`src/rtl/glitch_sequencer.sv`:
```
// Glitch sequencer: a byte match on the private or main bus arms a delayed DAC glitch, followed by a hold-off window.
// Optional macro GLITCH_SEQ_TRIG_NACK_EN: a trigger byte must also have been ACKed (nack bit low).
module glitch_sequencer #(
   parameter int DELAY_W = 16,
   parameter int WIDTH_W = 8
) (
   input  logic               clk,
   input  logic               reset,
   input  logic [8:0]         priv_sda_dec,
   input  logic               priv_ready,
   input  logic [8:0]         main_sda_dec,
   input  logic               main_ready,
   input  logic               arm,
   input  logic [1:0]         match_src,
   input  logic [7:0]         match_byte,
   input  logic [DELAY_W-1:0] delay_cyc,
   input  logic [WIDTH_W-1:0] width_cyc,
   input  logic [7:0]         glitch_level,
   input  logic [7:0]         idle_level,
   input  logic [7:0]         holdoff_cyc,
   output logic [7:0]         dac_level,
   output logic               busy,
   output logic               fired,
   output logic               fire_src,
   output logic [7:0]         fire_count
);

   typedef enum logic [1:0] {IDLE, DELAY, GLITCH, HOLDOFF} state_t;

   localparam logic [DELAY_W-1:0] DLY_ONE  = DELAY_W'(1);
   localparam logic [DELAY_W-1:0] DLY_ZERO = '0;
   localparam logic [WIDTH_W-1:0] WID_ONE  = WIDTH_W'(1);
   localparam logic [WIDTH_W-1:0] WID_ZERO = '0;

   state_t               state_q, state_d;
   logic [DELAY_W-1:0]   dly_cnt_q, dly_cnt_d;
   logic [WIDTH_W-1:0]   wid_cnt_q, wid_cnt_d;
   logic [WIDTH_W-1:0]   wid_lat_q, wid_lat_d;
   logic [7:0]           hold_cnt_q, hold_cnt_d;
   logic [7:0]           hold_lat_q, hold_lat_d;
   logic [7:0]           glvl_lat_q, glvl_lat_d;
   logic [7:0]           dac_level_q, dac_level_d;
   logic                 busy_q, busy_d;
   logic                 fired_q, fired_d;
   logic                 fire_src_q, fire_src_d;
   logic [7:0]           fire_count_q, fire_count_d;
   logic                 priv_hit, main_hit;

   always_comb begin
`ifdef GLITCH_SEQ_TRIG_NACK_EN
      priv_hit = priv_ready & match_src[0] & (priv_sda_dec[8:1] == match_byte) & ~priv_sda_dec[0];
      main_hit = main_ready & match_src[1] & (main_sda_dec[8:1] == match_byte) & ~main_sda_dec[0];
`else
      priv_hit = priv_ready & match_src[0] & (priv_sda_dec[8:1] == match_byte);
      main_hit = main_ready & match_src[1] & (main_sda_dec[8:1] == match_byte);
`endif
   end

   always_comb begin
      state_d      = state_q;
      dly_cnt_d    = dly_cnt_q;
      wid_cnt_d    = wid_cnt_q;
      wid_lat_d    = wid_lat_q;
      hold_cnt_d   = hold_cnt_q;
      hold_lat_d   = hold_lat_q;
      glvl_lat_d   = glvl_lat_q;
      fire_src_d   = fire_src_q;
      fire_count_d = fire_count_q;

      case (state_q)
         IDLE: begin
            if (arm && (priv_hit || main_hit)) begin
               // private bus wins a same-cycle tie
               fire_src_d = ~priv_hit;
               dly_cnt_d  = delay_cyc;
               wid_lat_d  = width_cyc;
               hold_lat_d = holdoff_cyc;
               glvl_lat_d = glitch_level;
               if (delay_cyc == DLY_ZERO) begin
                  state_d   = GLITCH;
                  wid_cnt_d = (width_cyc == WID_ZERO) ? WID_ONE : width_cyc;
               end else begin
                  state_d = DELAY;
               end
            end
         end
         DELAY: begin
            if (!arm) begin
               state_d = IDLE;
            end else if (dly_cnt_q <= DLY_ONE) begin
               state_d   = GLITCH;
               wid_cnt_d = (wid_lat_q == WID_ZERO) ? WID_ONE : wid_lat_q;
            end else begin
               dly_cnt_d = dly_cnt_q - DLY_ONE;
            end
         end
         GLITCH: begin
            if (wid_cnt_q <= WID_ONE) begin
               state_d    = (hold_lat_q == 8'd0) ? IDLE : HOLDOFF;
               hold_cnt_d = hold_lat_q;
            end else begin
               wid_cnt_d = wid_cnt_q - WID_ONE;
            end
         end
         HOLDOFF: begin
            if (hold_cnt_q <= 8'd1) begin
               state_d = IDLE;
            end else begin
               hold_cnt_d = hold_cnt_q - 8'd1;
            end
         end
         default: state_d = IDLE;
      endcase

      // outputs are computed from the next state so they line up with it once registered
      fired_d = (state_d == GLITCH) && (state_q != GLITCH);
      if (fired_d) begin
         fire_count_d = fire_count_q + 8'd1;
      end
      dac_level_d = (state_d == GLITCH) ? glvl_lat_d : idle_level;
      busy_d      = (state_d != IDLE);
   end

   always_ff @(posedge clk or negedge reset) begin
      if (!reset) begin
         state_q      <= IDLE;
         dly_cnt_q    <= '0;
         wid_cnt_q    <= '0;
         wid_lat_q    <= '0;
         hold_cnt_q   <= '0;
         hold_lat_q   <= '0;
         glvl_lat_q   <= '0;
         dac_level_q  <= '0;
         busy_q       <= 1'b0;
         fired_q      <= 1'b0;
         fire_src_q   <= 1'b0;
         fire_count_q <= '0;
      end else begin
         state_q      <= state_d;
         dly_cnt_q    <= dly_cnt_d;
         wid_cnt_q    <= wid_cnt_d;
         wid_lat_q    <= wid_lat_d;
         hold_cnt_q   <= hold_cnt_d;
         hold_lat_q   <= hold_lat_d;
         glvl_lat_q   <= glvl_lat_d;
         dac_level_q  <= dac_level_d;
         busy_q       <= busy_d;
         fired_q      <= fired_d;
         fire_src_q   <= fire_src_d;
         fire_count_q <= fire_count_d;
      end
   end

   assign dac_level  = dac_level_q;
   assign busy       = busy_q;
   assign fired      = fired_q;
   assign fire_src   = fire_src_q;
   assign fire_count = fire_count_q;

endmodule

```
`config.mk`:
```
export PLATFORM = sky130hd
export DESIGN_NAME = glitch_sequencer
export DESIGN_NICKNAME = d
export VERILOG_FILES = /design/src/rtl/glitch_sequencer.sv
export SDC_FILE = /design/constraint.sdc
export NUM_CORES = 1
export LEC_CHECK = 0
export ABC_AREA = 1
export BUFFER_PORTS_ARGS = -buffer_cell sky130_fd_sc_hd__buf_2
export CELL_PAD_IN_SITES_DETAIL_PLACEMENT = 0
export CELL_PAD_IN_SITES_GLOBAL_PLACEMENT = 1
export CORE_ASPECT_RATIO = 1.5
export CORE_MARGIN = 10
export CORE_UTILIZATION = 36
export DETAILED_ROUTE_END_ITERATION = 8
export GPL_TIMING_DRIVEN = 0
export PLACE_DENSITY = 0.76
export SLEW_MARGIN = 20
export SYNTH_ARGS = -nofsm -noshare
export SYNTH_HDL_FRONTEND = slang
export SYNTH_SLANG_ARGS = --single-unit
```
`constraint.sdc`:
```
create_clock -name clk -period 1.71 [get_ports clk]
set_input_delay 0.2565 -clock clk [delete_from_list [all_inputs] [get_ports clk]]
set_output_delay 0.2565 -clock clk [all_outputs]
set_load 0.05 [all_outputs]
```
==> reports/metrics.csv, run 1 <==
metric,value,unit
CP max stage delay,0.43,ns
Worst-path clk slew,0.06,ns
RSZ-0062 raised after global routing,yes,
XOR/XNOR Fraction of Synth Area,0.0342,
largest family of logic cells by synthesized area,simple AND/OR/NAND/NOR gates,
initial core utilization,0.363,
"EDFF count, synth",0,
power share of the clock group,0.290,
post-synthesis adder-cell area fraction,0.0283,
synthesized area per cell,7.41,µm²
Worst slew margin,0.644,
Pleak,0.00350,µW
MaxCap Viol Count,0,
Post-Place Worst Slack,-0.420,ns
Post-Syn Nets,749,
gate count after technology mapping,657,
Final Hold Viols,0,
Yosys reg bits,77,
post-synthesis mux area share,0.00206,
H-tree depth,3,
pwr/cell area,940,nW/µm²
Total GRT Usage,0.154,
status,finished with violations,
IO buf count,97,
most common cell in the netlist,nand2_1,
Worst VDD drop,553,µV
clk buf depth,2,
final WL,14900,µm
fin crit period,1.97,ns
"delay-heaviest family, CP",buffers and inverters,
crit path kind,reg2reg,
"Core Util, Final",0.510,
sw power,2240,µW
predominant post-synthesis flop cell,dfrtp_1,
P&R area growth vs syn,40.5,%
top cell type's share of synthesized area,0.396,
First DRT Iteration DRCs,216,
largest cells by area after synthesis,"dfrtp_1 (40%), nand2_1 (16%), inv_1 (5.9%)",
Final Net Count,909,
largest net degree at the start of global routing,40,
Inst Count DP,917,
die height,162,µm
Vias/cell,4.96,
synth cell count leaders,"nand2_1 (209), dfrtp_1 (77), inv_1 (77)",
Clock Sinks,77,
DR pass1 iterations,4,
final antenna-violating net count,0,
"Data arrival, critical path",2.25,ns
Worst Hold Class,in2reg,
"Clk Latency, worst-skew pair",0.34,ns
Critical Path RT,2.00,ns
compound-gate portion of the synthesized area,0.128,
number of diodes,0,
largest area contributor in the netlist,dfrtp_1,
clk root buf,clkbuf_16,
switching share of power,0.348,
CORE AREA,13400,µm²
die area,18700,µm²
Ys Warns,0,
Row Count,52,
first-pass GRT wire length,23600,µm
fraction of layout cells with a size suffix above 1,0.377,
register area share after synthesis,0.396,
die width,115,µm
Worst Path Buf+Inv,4,
Power Internal,4190,µW
initial antenna violation count,0,
Comb pwr share,0.342,
DRC viols,0,
worst-path cell chain,inv_2 > ha_4 > o21ai_4 > nor2_4 > buf_4 > buf_6 > nand2_4 > nand2_4 > nor2_4 > nand4_4 > buf_6 > o21bai_1 > nand2_1,
Least-Margin Pin Slew,0.534,ns
"slowest stage cell, crit path",dfrtp_1,
Synth Area in Simple Gates,0.319,
max-slew violation count,0,
Post-synth ARST share,1.00,
routed len/inst,15.2,µm
crit-path max FO,6,
grt ovf,0,
"Distinct cells, synth",47,
"Cell Count, Final, Fillers Out",982,
CTS tree,done,
maximum clock frequency,0.509,GHz
CP Capture Type,register,
RePlAce Congestion,0.885,
sequential group share of total power,0.368,
HPWL Detailed,10400,µm
failing checks,negative setup slack,
cts bufs inserted,9,
final setup vio count,39,
Post-Syn Area,4870,µm²
setup ws final,-0.256,ns
vias in the first global route,4919,
Final Cycle Share,1.15,
clock skew,0.0114,ns
DR vias,4869,
CP Launch Type,register,
IO Pins,100,
==> per-layer routing <==
layer | GRT usage | share of wire | vias to the layer above | wire [µm]
met4 | 0.0756 | 0.036 | 0 | 539
met1 | 0.171 | 0.38 | 2293 | 5690
li1 | - | - | 2420 | -
met2 | 0.270 | 0.53 | 117 | 7960
met5 | 0 | 0 | - | 0
met3 | 0.0306 | 0.049 | 39 | 727
==> flip-flops by register name, indices dropped and copies added (netlist names), 8 cells and up <==
name        count
wid_cnt_q       8
dac_level       8
hold_cnt_q      8
glvl_lat_q      8
hold_lat_q      8
dly_cnt_q      16
fire_count      8
wid_lat_q       8
==> through the flow <==
stage                     power [µW]  cell area (µm²)  hold WS [ns]  setup TNS, ns
after floorplan                 3280             4900       -0.0391              0
after global placement          3670             5590         0.454         -31.55
after detailed placement        3710             5610         0.267         -15.32
after CTS                       6020             6410         0.113          -4.12
after global routing            6790             6840         0.121         -11.66
final                           6430             6840         0.115          -6.07
==> power by group through the flow <==
stage,Clock (µW),Sequential [µW],Combinational [µW]
after detailed placement,0,2330,1380
after floorplan,0,2320,960
after CTS,1900,2320,1810
final,1870,2360,2200
after global placement,0,2320,1350
after global routing,1980,2400,2410
==> cells by family (layout without fill, tap and decap cells) <==
group,after synthesis,after routing
adders and majority gates,11,11
DFF,77,77
muxes,1,1
buffers and inverters,104,266
xor gates and xnor gates,19,19
and+or+nand+nor,337,338
AOI/OAI and AO/OA,108,108
==> what timing repair did <==
item | CTS | global route
setup endpoints to repair | 63 | 52
hold buffers | 1 | 0
buffers inserted | 31 | 13
gates cloned | 4 | 3
hold endpoints to repair | 38 | 0
resized for setup | 66 | 105
pin swaps | 19 | 31
==> final timing paths <==
check | depth (start not counted) | to | slack, ns | from
setup / recovery | 13 | wid_cnt_q[0] | -0.26 | wid_cnt_q[0]
hold / removal | 3 | dac_level[2] | 0.12 | idle_level[2]
max in group asynchronous | 3 | dly_cnt_q[5] | 0.64 | reset
min in group asynchronous | 2 | wid_lat_q[3] | 0.44 | reset
hold reg to reg | 2 | fire_src | 0.46 | fire_src
setup reg to reg | 13 | wid_cnt_q[0] | -0.26 | wid_cnt_q[0]
==> placed cells by master (no fill, tap or decap), types with 17 or more instances in the layout <==
| cell | Yosys | final |
|---|---|---|
| nand3_1 | 21 | 19 |
| buf_4 | 4 | 39 |
| nand2_1 | 209 | 180 |
| nor2_1 | 51 | 44 |
| a21oi_1 | 19 | 17 |
| o21ai_2 | 7 | 20 |
| o21ai_0 | 55 | 31 |
| nand2_2 | 3 | 23 |
| buf_2 | 3 | 97 |
| dfrtp_1 | 77 | 72 |
| o21ai_1 | 10 | 19 |
| inv_1 | 77 | 64 |
==> area by class of cell <==
cell class / count / area [µm²]
Buffer: 21 / 191
Sequential cell: 77 / 1930
Tap cell: 162 / 203
Inverter: 82 / 320
Timing Repair Buffer: 149 / 1010
Multi-Input combinational cell: 477 / 2900
Clock inverter: 4 / 51.3
Clock buffer: 10 / 229
Fill cell: 1284 / 6560
==> worst min-delay path: stages <==
cell and delay (ns):
buf_2 0.08, nand2_1 0.04, nand2_1 0.05
Note: power is estimated with default switching activity, not from simulation.
==> inputs of run 2 (changes only) <==
--- a/config.mk
+++ b/config.mk
@@ -15,6 +15,7 @@
 export DETAILED_ROUTE_END_ITERATION = 8
 export GPL_TIMING_DRIVEN = 0
 export PLACE_DENSITY = 0.76
+export SKIP_LAST_GASP = 1
 export SLEW_MARGIN = 20
 export SYNTH_ARGS = -nofsm -noshare
 export SYNTH_HDL_FRONTEND = slang
==> reports/metrics.csv, run 2 (same netlist as run 1, synthesis figures left out) <==
metric,value,unit
status,finished with violations,
failing checks,negative setup slack,
met2 usage,0.270,
die area,18700,µm²
vias in the first global route,4919,
largest net degree at the start of global routing,40,
HPWL Detailed,10400,µm
clock skew,0.0122,ns
"commonest non-fill, non-tap cell in the layout",nand2_1,
final antenna-violating net count,0,
"commonest cells after routing, fill and taps aside","nand2_1 (181), buf_2 (97), dfrtp_1 (73), inv_1 (64), nor2_1 (44)",
max-slew violation count,0,
Clock Sinks,77,
R2R Setup Slk,-0.25,ns
CORE AREA,13400,µm²
die height,162,µm
Worst slew margin,0.647,
"Data arrival, critical path",2.25,ns
final setup vio count,39,
First DRT Iteration DRCs,234,
met3 Resource Use GR,0.0306,
cts bufs inserted,9,
RePlAce Congestion,0.885,
P&R area growth vs syn,40.5,%
MaxCap Viol Count,0,
DR pass1 iterations,4,
Vias/cell,4.97,
CP Launch Type,register,
CTS tree,done,
fin crit period,1.96,ns
Worst Hold Path Cells,3,
most flop-heavy register,dly_cnt_q,
Worst-path clk slew,0.07,ns
clk root buf,clkbuf_16,
DR vias,4884,
worst-path cell chain,inv_2 > ha_4 > o21ai_4 > nor2_4 > buf_4 > buf_6 > nand2_4 > nand2_4 > nor2_4 > nand4_4 > buf_6 > o21bai_1 > nand2_1,
Final Cycle Share,1.15,
clk buf depth,2,
crit-path max FO,6,
first-pass GRT wire length,23600,µm
DRC viols,0,
FF+latch area,1930,µm²
IO Pins,100,
maximum clock frequency,0.509,GHz
RSZ-0062 raised after global routing,yes,
Worst Path Buf+Inv,4,
fillcell total,1282,
post-route cell area,6840,µm²
Worst Hold Path EP,dac_level[2],
IO buf count,97,
pwr/cell area,939,nW/µm²
area of the multi-input gates,2890,µm²
die width,115,µm
Final Power,6420,µW
"Clk Latency, worst-skew pair",0.34,ns
"delay-heaviest family, CP",buffers and inverters,
initial core utilization,0.363,
Pleak,0.00350,µW
Total GRT Usage,0.154,
CP max stage delay,0.43,ns
R2R cell count,13,
Reg2Reg Capture Point,wid_cnt_q[0],
"Cell Area, Placed",5610,µm²
fraction of layout cells with a size suffix above 1,0.375,
number of diodes,0,
Final Net Count,910,
reg2reg start,wid_cnt_q[0],
initial antenna violation count,0,
CP Capture Type,register,
Row Count,52,
worst hold start,idle_level[2],
setup ws final,-0.253,ns
GRT Max-Usage Layer,met2,
"slowest stage cell, crit path",dfrtp_1,
final WL,14900,µm
crit path kind,reg2reg,
Least-Margin Pin Slew,0.530,ns
GR Util met1,0.171,
grt ovf,0,
setup_tns,-6.10,ns
H-tree depth,3,
max FFs per register,16,
Worst Hold Class,in2reg,
Min Hold Slack,0.117,ns
routed len/inst,15.1,µm
Critical Path RT,1.99,ns
Final Hold Viols,0,
Worst VDD drop,553,µV
==> run 2: worst max-delay path by stage <==
stage	startpoint	end	slack, ns	cells past startpoint
finish	wid_cnt_q[0]	wid_cnt_q[0]	-0.25	13
global route	hold_cnt_q[0]	fire_count[3]	-0.36	13
CTS	wid_cnt_q[0]	dac_level[6]	-0.20	14
detailed placement	state_q[1]	wid_cnt_q[4]	-0.42	8
global placement	state_q[1]	hold_cnt_q[1]	-0.36	9
floorplan	state_q[1]	fire_count[4]	0.008	13
==> run 2: area by class of cell <==
type,instances,area share
clock inverter,4,0.00750
timing repair buffer,150,0.149
multi-input combinational,477,0.423
buffer,21,0.0280
sequential,77,0.283
inverter,82,0.0465
tap,162,0.0296
clock buffer,10,0.0335
==> run 2: layer usage <==
layer | up-vias | part of all wire
met5 | - | 0
met3 | 42 | 0.048
met1 | 2297 | 0.39
met4 | 0 | 0.037
met2 | 123 | 0.53
li1 | 2422 | -
==> run 2: metrics by stage <==
step | utilization | std cells | worst slack [ns]
6_report | 0.510 | 983 | -0.253
4_1_cts | 0.478 | 967 | -0.205
5_1_grt | 0.510 | 983 | -0.359
3_5_place_dp | 0.419 | 917 | -0.420
3_3_place_gp | 0.417 | 916 | -0.357
2_1_floorplan | - | 657 | 0.00815
==> run 2: report_power, final <==
part           internal, µW  leakage [µW]  switching, µW
Clock                  1110      0.000134            750
Sequential             2080      0.000992            274
Combinational           988       0.00238           1210
==> run 2: worst reg2reg max path, delay by kind of cell (launching register included) <==
kind | cells | cell delay (ns)
fa+ha+maj | 1 | 0.17
flops | 1 | 0.43
compound gates | 2 | 0.33
buf+inv | 4 | 0.51
simple gates | 6 | 0.47
==> run 2: what timing repair did <==
action                                  4_1_cts  5_1_grt
gates resized for setup                      64      103
setup buffers                                31       14
pin swaps                                    19       30
gates cloned                                  4        3
endpoints found under the setup margin       63       52
hold endpoints to repair                     38        0
hold buffers                                  1        0
==> inputs of run 3 (changes only) <==
--- a/config.mk
+++ b/config.mk
@@ -14,7 +14,7 @@
 export CORE_UTILIZATION = 36
 export DETAILED_ROUTE_END_ITERATION = 8
 export GPL_TIMING_DRIVEN = 0
-export PLACE_DENSITY = 0.76
+export PLACE_DENSITY = 0.77
 export SKIP_LAST_GASP = 1
 export SLEW_MARGIN = 20
 export SYNTH_ARGS = -nofsm -noshare
==> reports/metrics.csv, run 3 (same netlist as run 1, synthesis figures left out) <==
metric,value,unit
status,finished with violations,
failing checks,negative setup slack,
pwr/cell area,948,nW/µm²
Post-Place Worst Slack,-0.399,ns
First DRT Iteration DRCs,240,
die height,162,µm
Clock Sinks,77,
CTS tree,done,
final antenna-violating net count,0,
Final Net Count,903,
fillcell total,1320,
fin crit period,1.95,ns
IO buf count,97,
die width,115,µm
fraction of layout cells with a size suffix above 1,0.381,
RSZ-0062 raised after global routing,yes,
Final Power,6420,µW
first-pass GRT wire length,23600,µm
setup ws final,-0.244,ns
DRC viols,0,
most flop-heavy register,dly_cnt_q,
"Core Util, Final",0.506,
Worst slew margin,0.600,
routed len/inst,15.1,µm
Row Count,52,
Total GRT Usage,0.154,
Worst VDD drop,604,µV
Final Hold Viols,0,
Vias/cell,4.95,
Final Cycle Share,1.14,
DR pass1 iterations,4,
Inst Count DP,917,
CORE AREA,13400,µm²
vias in the first global route,4828,
max FFs per register,16,
final WL,14800,µm
Worst Hold Class,in2reg,
RePlAce Congestion,0.891,
initial antenna violation count,0,
"Clk Latency, worst-skew pair",0.35,ns
cts bufs inserted,9,
"Data arrival, critical path",2.19,ns
IO Pins,100,
die area,18700,µm²
Pleak,0.00350,µW
clk buf depth,2,
CP Capture Type,register,
MaxCap Viol Count,0,
crit-path max FO,6,
crit path kind,reg2reg,
max-slew violation count,0,
"commonest non-fill, non-tap cell in the layout",nand2_1,
clock skew,0.0149,ns
DR vias,4841,
CP Launch Type,register,
number of diodes,0,
"Cell Count, Final, Fillers Out",978,
initial core utilization,0.363,
"commonest cells after routing, fill and taps aside","nand2_1 (173), buf_2 (97), dfrtp_1 (75), inv_1 (62), nor2_1 (43)",
Least-Margin Pin Slew,0.601,ns
final setup vio count,47,
largest net degree at the start of global routing,44,
H-tree depth,3,
maximum clock frequency,0.512,GHz
clk root buf,clkbuf_16,
HPWL Detailed,10400,µm
Worst-path clk slew,0.07,ns
grt ovf,0,
P&R area growth vs syn,39.2,%
Critical Path RT,1.95,ns
[run 3: cell type report]
type	instances	area, µm²	share of cell area
inverters	82	325	0.0480
well taps	162	203	0.0299
multi-input cells	478	2890	0.427
clock buffers	9	225	0.0332
plain buffers	21	194	0.0286
repair buffers	142	920	0.136
clock inverters	7	86.3	0.0127
flip-flops and latches	77	1930	0.285
[run 3: timing repair]
| action | 4_1_cts | 5_1_grt |
|---|---|---|
| hold endpoints to repair | 42 | 0 |
| gates resized for setup | 101 | 62 |
| setup endpoints to repair | 66 | 57 |
| pin swaps | 23 | 17 |
| setup buffers | 23 | 13 |
| hold buffers | 1 | 0 |
| cloned | 7 | 2 |
[run 3: final timing paths]
check                           endpoint           from  cells after the start  slack (ns)
min in group asynchronous  hold_lat_q[2]          reset                      2        0.46
max                        fire_count[5]   wid_cnt_q[1]                     13       -0.24
max in group asynchronous   wid_cnt_q[0]          reset                      3        0.64
max reg2reg                fire_count[5]   wid_cnt_q[1]                     13       -0.24
min                         dac_level[4]  idle_level[4]                      3        0.10
min reg2reg                     fire_src       fire_src                      2        0.48
[run 3: routing by layer]
metal / global-route usage / wire length, µm
met5: 0 / 0
met4: 0.0508 / 289
met3: 0.0369 / 837
met2: 0.283 / 8080
met1: 0.167 / 5560
[run 3: through the flow]
step	instance area [µm²]	hold slack, ns	setup TNS (ns)
finish	6780	0.102	-6.42
floorplan	4900	-0.0391	0
global placement	5590	0.454	-32.29
detailed placement	5610	0.306	-13.96
CTS	6470	0.0929	-4.75
global route	6780	0.112	-11.57
[run 3: worst max-delay path: stages (launching register included)]
cell and delay [ns]:
dfrtp_1 0.41, inv_2 0.11, ha_4 0.16, o21ai_4 0.07, nor2_4 0.11, nand2_2 0.07
a21oi_2 0.12, o21ai_1 0.09, nand2_1 0.08, nand2_2 0.09, nor2_8 0.23, nand3_4 0.15
nand2_1 0.09, nand2_1 0.05
[run 3: power breakdown]
group	switching [µW]	internal [µW]	leakage [µW]
combinational	1160	910	0.00236
clock	887	1170	0.000151
sequential	228	2080	0.000994
total	2270	4150	0.00350
